==> src/rtl/uart_arb_pkg.sv <==
// uart_arb_pkg: shared state encoding and default sizes for the UART transmit arbiter
package uart_arb_pkg;
  typedef enum logic {ST_IDLE, ST_SEND} state_t;
  localparam int N_REQ_DEF = 4;
  localparam int MAX_PKT_DEF = 64;
  localparam int BYTE_W = 8;
endpackage

==> src/rtl/rr_arbiter.sv <==
// rr_arbiter: combinational rotate-priority pick of the first request after ptr
module rr_arbiter
  import uart_arb_pkg::*;
#(
  parameter int N = N_REQ_DEF,
  parameter int PW = $clog2(N)
) (
  input  logic [N-1:0]  req,
  input  logic [PW-1:0] ptr,
  output logic [N-1:0]  gnt,
  output logic          any
);
  logic [PW-1:0] idx;
  assign any = |req;
  always_comb begin
    gnt = '0;
    idx = '0;
    for (int k = 1; k <= N; k++) begin
      idx = PW'((int'(ptr) + k) % N);
      if (req[idx] && gnt == '0) gnt[idx] = 1'b1;
    end
  end
endmodule

==> src/rtl/uart_tx_arbiter.sv <==
// uart_tx_arbiter: packet-atomic round-robin sharing of one uart_tx among N_REQ byte streams
module uart_tx_arbiter
  import uart_arb_pkg::*;
#(
  parameter int N_REQ = N_REQ_DEF,
  parameter int DATA_W = BYTE_W,
  parameter int MAX_PKT = MAX_PKT_DEF
) (
  input  logic                    clk,
  input  logic                    rst_n,
  input  logic [N_REQ*DATA_W-1:0] req_data,
  input  logic [N_REQ-1:0]        req_valid,
  input  logic [N_REQ-1:0]        req_last,
  output logic [N_REQ-1:0]        req_ready,
  output logic [DATA_W-1:0]       tx_data,
  output logic                    tx_data_valid,
  input  logic                    tx_data_ready,
  output logic [N_REQ-1:0]        grant,
  output logic                    busy
);
  localparam int PW = $clog2(N_REQ);
  state_t state;
  logic [7:0] byte_cnt;
  logic [PW-1:0] rr_ptr;
  logic [PW-1:0] own_idx;
  logic [DATA_W-1:0] own_data;
  logic own_last;
  logic [N_REQ-1:0] arb_gnt;
  logic arb_any;
  logic accept;
  rr_arbiter #(.N(N_REQ), .PW(PW)) u_rr (
    .req(req_valid),
    .ptr(rr_ptr),
    .gnt(arb_gnt),
    .any(arb_any)
  );
  assign busy = state == ST_SEND;
  assign req_ready = (busy && !tx_data_valid) ? grant : '0;
  assign accept = |(req_valid & req_ready);
  always_comb begin
    own_idx = '0;
    own_data = '0;
    own_last = 1'b0;
    for (int i = 0; i < N_REQ; i++) begin
      own_idx = grant[i] ? PW'(i) : own_idx;
      own_data = grant[i] ? req_data[i*DATA_W +: DATA_W] : own_data;
      own_last = grant[i] ? req_last[i] : own_last;
    end
  end
  always_ff @(posedge clk or negedge rst_n) begin
    if (!rst_n) begin
      state <= ST_IDLE;
      grant <= '0;
      byte_cnt <= '0;
      rr_ptr <= PW'(N_REQ - 1);
      tx_data <= '0;
      tx_data_valid <= 1'b0;
    end else begin
      if (tx_data_valid && tx_data_ready) tx_data_valid <= 1'b0;
      if (state == ST_IDLE) begin
        if (arb_any) begin
          state <= ST_SEND;
          grant <= arb_gnt;
          byte_cnt <= '0;
        end
      end else if (accept) begin
        tx_data <= own_data;
        tx_data_valid <= 1'b1;
        byte_cnt <= byte_cnt + 8'd1;
        if (own_last || byte_cnt == 8'(MAX_PKT - 1)) begin
          rr_ptr <= own_idx;
          grant <= '0;
          state <= ST_IDLE;
        end
      end
    end
  end
endmodule

==> config.mk <==
export PLATFORM = sky130hd
export DESIGN_NAME = uart_tx_arbiter
export DESIGN_NICKNAME = d
export VERILOG_FILES = /design/src/rtl/uart_arb_pkg.sv /design/src/rtl/rr_arbiter.sv /design/src/rtl/uart_tx_arbiter.sv
export SDC_FILE = /design/constraint.sdc
export NUM_CORES = 1
export LEC_CHECK = 0
export BUFFER_PORTS_ARGS = -buffer_cell sky130_fd_sc_hd__buf_2
export CORE_ASPECT_RATIO = 1.4
export CORE_MARGIN = 8
export CORE_UTILIZATION = 50
export CTS_BUF_LIST = sky130_fd_sc_hd__clkbuf_16
export CTS_CLUSTER_SIZE = 14
export DETAILED_ROUTE_END_ITERATION = 6
export GPL_ROUTABILITY_DRIVEN = 0
export PLACE_DENSITY = 0.8
export SLEW_MARGIN = 0
export SYNTH_ARGS = -nofsm -noshare
export SYNTH_HDL_FRONTEND = slang
export SYNTH_SLANG_ARGS = --single-unit
==> constraint.sdc <==
create_clock -name clk -period 2.95 [get_ports clk]
set_input_delay 0.1475 -clock clk [delete_from_list [all_inputs] [get_ports clk]]
set_output_delay 0.1475 -clock clk [all_outputs]
set_load 0.005 [all_outputs]
* Word level (Yosys, flattened, before mapping) *
Index checks and enable logic that the tools add are counted.

storage, ports and cells
  output and inout port bits = 18
  input port bits = 43
  register bits = 24

operators by class
  order comparisons = 8
  bitwise operators = 4
  add/subtract/negate cells = 5
  muxes and demuxes = 46
  equal/unequal tests = 3
  reductions and logical operators = 21

operators by type and width
  kind                 count
  $mux 8               7
  $mux 4               9
  $mux 1               20
  $logic_not 4->1      3
  $lt 2x3->1 const B   4
  $or 4x4->4           3
  $logic_and 1x1->1    9
  $add 8x1->8 const B  1
  $bmux 1 s2           4
  $demux 1 s2          4
  $eq 8x6->1 const B   1
  $ge 2x1->1 const B   4
  $reduce_or 4->1      2
  $reduce_and 3->1     2
  $add 2x1->2 const B  2
  $add 2x2->2 const B  2
  $and 4x4->4          1
  $mux 2               2
  $ne 2x1->1 const B   2
  $reduce_and 2->1     2
  $reduce_bool 2->1    1
  $logic_not 1->1      1
  $logic_or 1x1->1     1

* Depth between registers and ports, before layout *
  depth in word-level cells = 17
  gate-level depth with buffers = 8
  gate-level depth less buffers = 8

* Modules after synthesis *
A second synthesis with hierarchy kept.

unflattened totals
  cell total of the unflattened synthesis = 199
  area, all modules = 1,824.2 µm²

modules (own cells, without submodules)
  module           times used  cells an instance  sequential area each (µm²)  area each (µm²)
  uart_tx_arbiter  1           150                603.1                       1,353.8
  rr_arbiter       1           49                 0.0                         470.5

* Worst setup path before layout *
OpenSTA, ideal clock, no wires.

  kind = register to register
  start = reg rr_ptr[0]
  end = reg grant[0]
  required time = 2.824 ns
  arrival = 2.459 ns
  path buffers = 0
  cell stages (with the launch flop) = 9
  slack = 0.365 ns
  path through = dfstp_2 inv_1 ha_1 mux4_2 a21bo_2 a31oi_4 a41oi_4 and2_1 a221o_1

between the ends
  longest elaborated chain between the ends = 17
  elaborated cells between the ends (all ways) = 47

RTL lines
  item                                                            RTL line               source
  start: declaration                                              uart_tx_arbiter.sv:24  logic [PW-1:0] rr_ptr;
  start signal: assignment                                        uart_tx_arbiter.sv:55  rr_ptr <= PW'(N_REQ - 1);
  start signal: assignment                                        uart_tx_arbiter.sv:71  rr_ptr <= own_idx;
  $add 2x1->2                                                     rr_arbiter.sv:19       idx = PW'((int'(ptr) + k) % N);
  $lt 2x3->1 (not written as such) or $ge 2x1->1 (tied branches)  rr_arbiter.sv:20       if (req[idx] && gnt == '0) gnt[idx] = 1'b1;
  $logic_and 1x1->1 (not written as such)                         rr_arbiter.sv:20
  $mux 1 (not written as such)                                    rr_arbiter.sv:20
  $demux 1 s2                                                     --
  $mux 4                                                          rr_arbiter.sv:20
  $logic_not 4->1                                                 rr_arbiter.sv:20
  $logic_and 1x1->1                                               rr_arbiter.sv:20
  $mux 4                                                          rr_arbiter.sv:20
  $logic_not 4->1                                                 rr_arbiter.sv:20
  $logic_and 1x1->1                                               rr_arbiter.sv:20
  $mux 4                                                          rr_arbiter.sv:20
  $logic_not 4->1                                                 rr_arbiter.sv:20
  $logic_and 1x1->1                                               rr_arbiter.sv:20
  $mux 4 *                                                        rr_arbiter.sv:20
  $mux 4 *                                                        uart_tx_arbiter.sv:61  if (arb_any) begin
  $mux 4 *                                                        uart_tx_arbiter.sv:60  if (state == ST_IDLE) begin
  end signal: assignment                                          uart_tx_arbiter.sv:63  grant <= arb_gnt;
  end: declaration                                                uart_tx_arbiter.sv:18  output logic [N_REQ-1:0] grant,

Mark *: on every way between the ends. The rest lies on a longest branch, timed or not. The select of a mux whose other input is x is not followed.
A chain may end at the register's enable or synchronous reset.

* Worst setup path in the final report *
  start = reg rr_ptr[1]
  end = reg grant[0]

The elaborated chain is that of the path after synthesis.

==> metrics.yaml <==
grtUsageTotal: 0.183
cp_top_family: "compound AO/OA/AOI/OAI gates"
fin_skew_ps: 6.60
finalHoldViolCount: 0
drc: 0
finalSetupViolCount: 0
regArea_um2: 603
path_cells: "inv_1 > ha_1 > mux4_1 > a21bo_2 > o311ai_2 > a211oi_2 > nor2b_2 > a221o_1"
relSlewSlack: 0.357
num_io_pins: 61
antenna_found_initial: 0
yosysWarnings: 0
die_h_um: 85.1
rsz0062_at_grt: "no"
drt_iter0_markers: 101
worst_pin_slew_ps: 957
seq_area_frac_synth: 0.354
dp_worst_setup_slack_ps: 176
critPathRequiredTime_ps: 3140
cpPeakStageDelay_ps: 610
antenna_left: 0
syn_area_um2: 1700
die_area_um2: 5560
synthArstFlopShare: 1.00
end_kind: "flop"
outcome: "finished, final reports clean"
synthFlopType: "dfrtp_1"
insertion_delay_ps: 260
cts_buffers: 3
core_area_um2: 3320
synth_edf_count: 0
cp_num_buf_inv: 1
port_buffers: 60
first_pass_iters: 4
drive_above_1_share: 0.335
num-fill-cells: 295
grt_pass1_vias: 1710
multi_input_area_um2: 1050
finalSetupTns_ps: 0
slew_violations: 0
ys_seq_elements: 24
crit_path_start_kind: "flop"
worst_r2r_path_depth: 8
crit_slowest_cell: "dfstp_2"
min_period_ps: 2760
ir_drop_mv: 0.714
hpwl_um: 3930
numClockSinks: 24
cts.path.max_buffers: 2
cts_tree: "done"
via_count: 1744
syn2layout_area_growth_pct: 26.9
synth.avg_cell_area_um2: 9.25
rows: 25
fin_ws_ps: 195
grt-ovfl-total: 0
wire_per_inst_um: 17.8
path_clk_slew_ps: 70
antennaDiodeCount: 0
synth_cells: 184
min_period_over_period: 0.934
via_per_inst: 6.06
die_w_um: 65.3
wl_um: 5110
hold_path_depth: 2
cts-root-buf: "clkbuf_16"
initial_core_util: 0.514
grt_max_degree: 25
h-tree-depth: 1
cp_max_fo: 7
cts_resized: 0
holdCritPathClass: "input port to flop"
power.leakage_nw: 1.05
nets: 301
grt_first_pass_wirelength_um: 8290
syn-num-nets: 236
post-route-util: 0.652
synth_cell_types: 44
worst-setup-path-type: "flop to flop"
cap_violations: 0
fmax_ghz: 0.363
worstPathArrival_ps: 2950
path_depth: 8
cellPowerDensity_nw_per_um2: 874
==> layout by cell type (no fill, tap or decap), drive strengths merged, types with 2 or more instances in the layout <==
cell type	count
a22oi	9
clkbuf	3
and2	6
a21boi	3
a21oi	3
ha	9
nor3	3
o21ai	16
or3	2
a22o	2
nand4	2
mux4	4
a221o	2
nand3b	3
nand3	3
dfrtp	22
buf	66
a31oi	3
nor4	2
xor2	2
nor2	18
nor2b	4
nand2	26
a221oi	8
and3	3
inv	6
dfstp	2
==> Yosys cell counts, types with 2 or more instances <==
cell | n | area [um2]
nor4_1 | 2 | 12.5
nand2_1 | 26 | 97.6
nor2_1 | 18 | 67.6
clkbuf_1 | 7 | 26.3
nand3b_1 | 3 | 22.5
a22oi_1 | 9 | 67.6
a31oi_1 | 2 | 12.5
and3_1 | 3 | 18.8
nor3_1 | 3 | 15.0
dfrtp_1 | 22 | 551
and2_1 | 6 | 37.5
a221o_1 | 2 | 20.0
mux4_1 | 3 | 78.8
nand4_1 | 2 | 12.5
or3_1 | 2 | 12.5
o21ai_0 | 16 | 80.1
ha_1 | 9 | 113
a21boi_0 | 2 | 15.0
a22o_2 | 2 | 20.0
a221oi_1 | 8 | 70.1
dfstp_2 | 2 | 52.6
xor2_1 | 2 | 17.5
nand3_1 | 3 | 15.0
inv_1 | 6 | 22.5
nor2b_1 | 3 | 18.8
a21oi_1 | 3 | 15.0
==> where the power goes <==
group	switching, mW	internal, mW
registers	0.0967	0.432
logic	0.594	0.469
clock network	0.116	0.181
==> registers in the layout, summed over array words and instances, names as in the netlist <==
name	cells
tx_data	8
busy	1
rr_ptr	2
byte_cnt	8
tx_data_valid	1
grant	4
==> metrics by stage <==
stage	hold WS [ps]	cells	area, um2	total power, mW
6_report	78.8	288	2160	1.89
5_1_grt	85.0	288	2160	2.03
4_1_cts	84.8	286	2150	1.86
3_5_place_dp	169	281	2060	1.56
3_3_place_gp	164	281	2060	1.52
2_1_floorplan	-148	184	1700	1.25
==> routing by layer <==
metal | vias to the layer above | routed length, um | track usage
li1 | 818 | - | -
met2 | 79 | 2670 | 0.308
met5 | - | 0 | 0
met3 | 6 | 327 | 0.0395
met4 | 0 | 91 | 0.0797
met1 | 841 | 2020 | 0.213
==> worst reg2reg max path: stages, from the launching register on <==
cell      delay (ps)
dfstp_2          610
inv_1            130
ha_1             330
mux4_1           550
a21bo_2          260
o311ai_2         110
a211oi_2         270
nor2b_2          250
a221o_1          190
==> final timing paths <==
check,slack (ps),endpoint,startpoint
setup / recovery,190,grant[0],rr_ptr[1]
hold / removal,80,tx_data_valid,tx_data_ready
setup reg to reg,190,grant[0],rr_ptr[1]
hold reg to reg,470,tx_data[6],tx_data[6]
max in group asynchronous,2160,busy,rst_n
min in group asynchronous,420,byte_cnt[0],rst_n
==> cells by family after synthesis <==
logic type	after synthesis	share of synthesized area
AND/OR/NAND/NOR	75	0.212
AO/OA/AOI/OAI	56	0.264
flip-flops	24	0.354
buffers and inverters	13	0.0287
XOR/XNOR	3	0.0154
adder cells (fa/ha/maj)	9	0.0661
multiplexers	4	0.0595
==> area by class of cell <==
type / instances / share of cell area
flip-flops and latches: 24 / 0.279
well taps: 40 / 0.0232
repair buffers: 67 / 0.164
clock buffers: 3 / 0.0347
multi-input cells: 147 / 0.486
clock inverters: 1 / 0.00174
inverters: 6 / 0.0104
==> timing repair <==
action                                 4_1_cts  5_1_grt
setup endpoints to repair                    0        1
endpoints found under the hold margin       22        0
hold buffers                                 1        0
buffers inserted                             0        2
No activity file was read; power rests on OpenSTA's default activity.
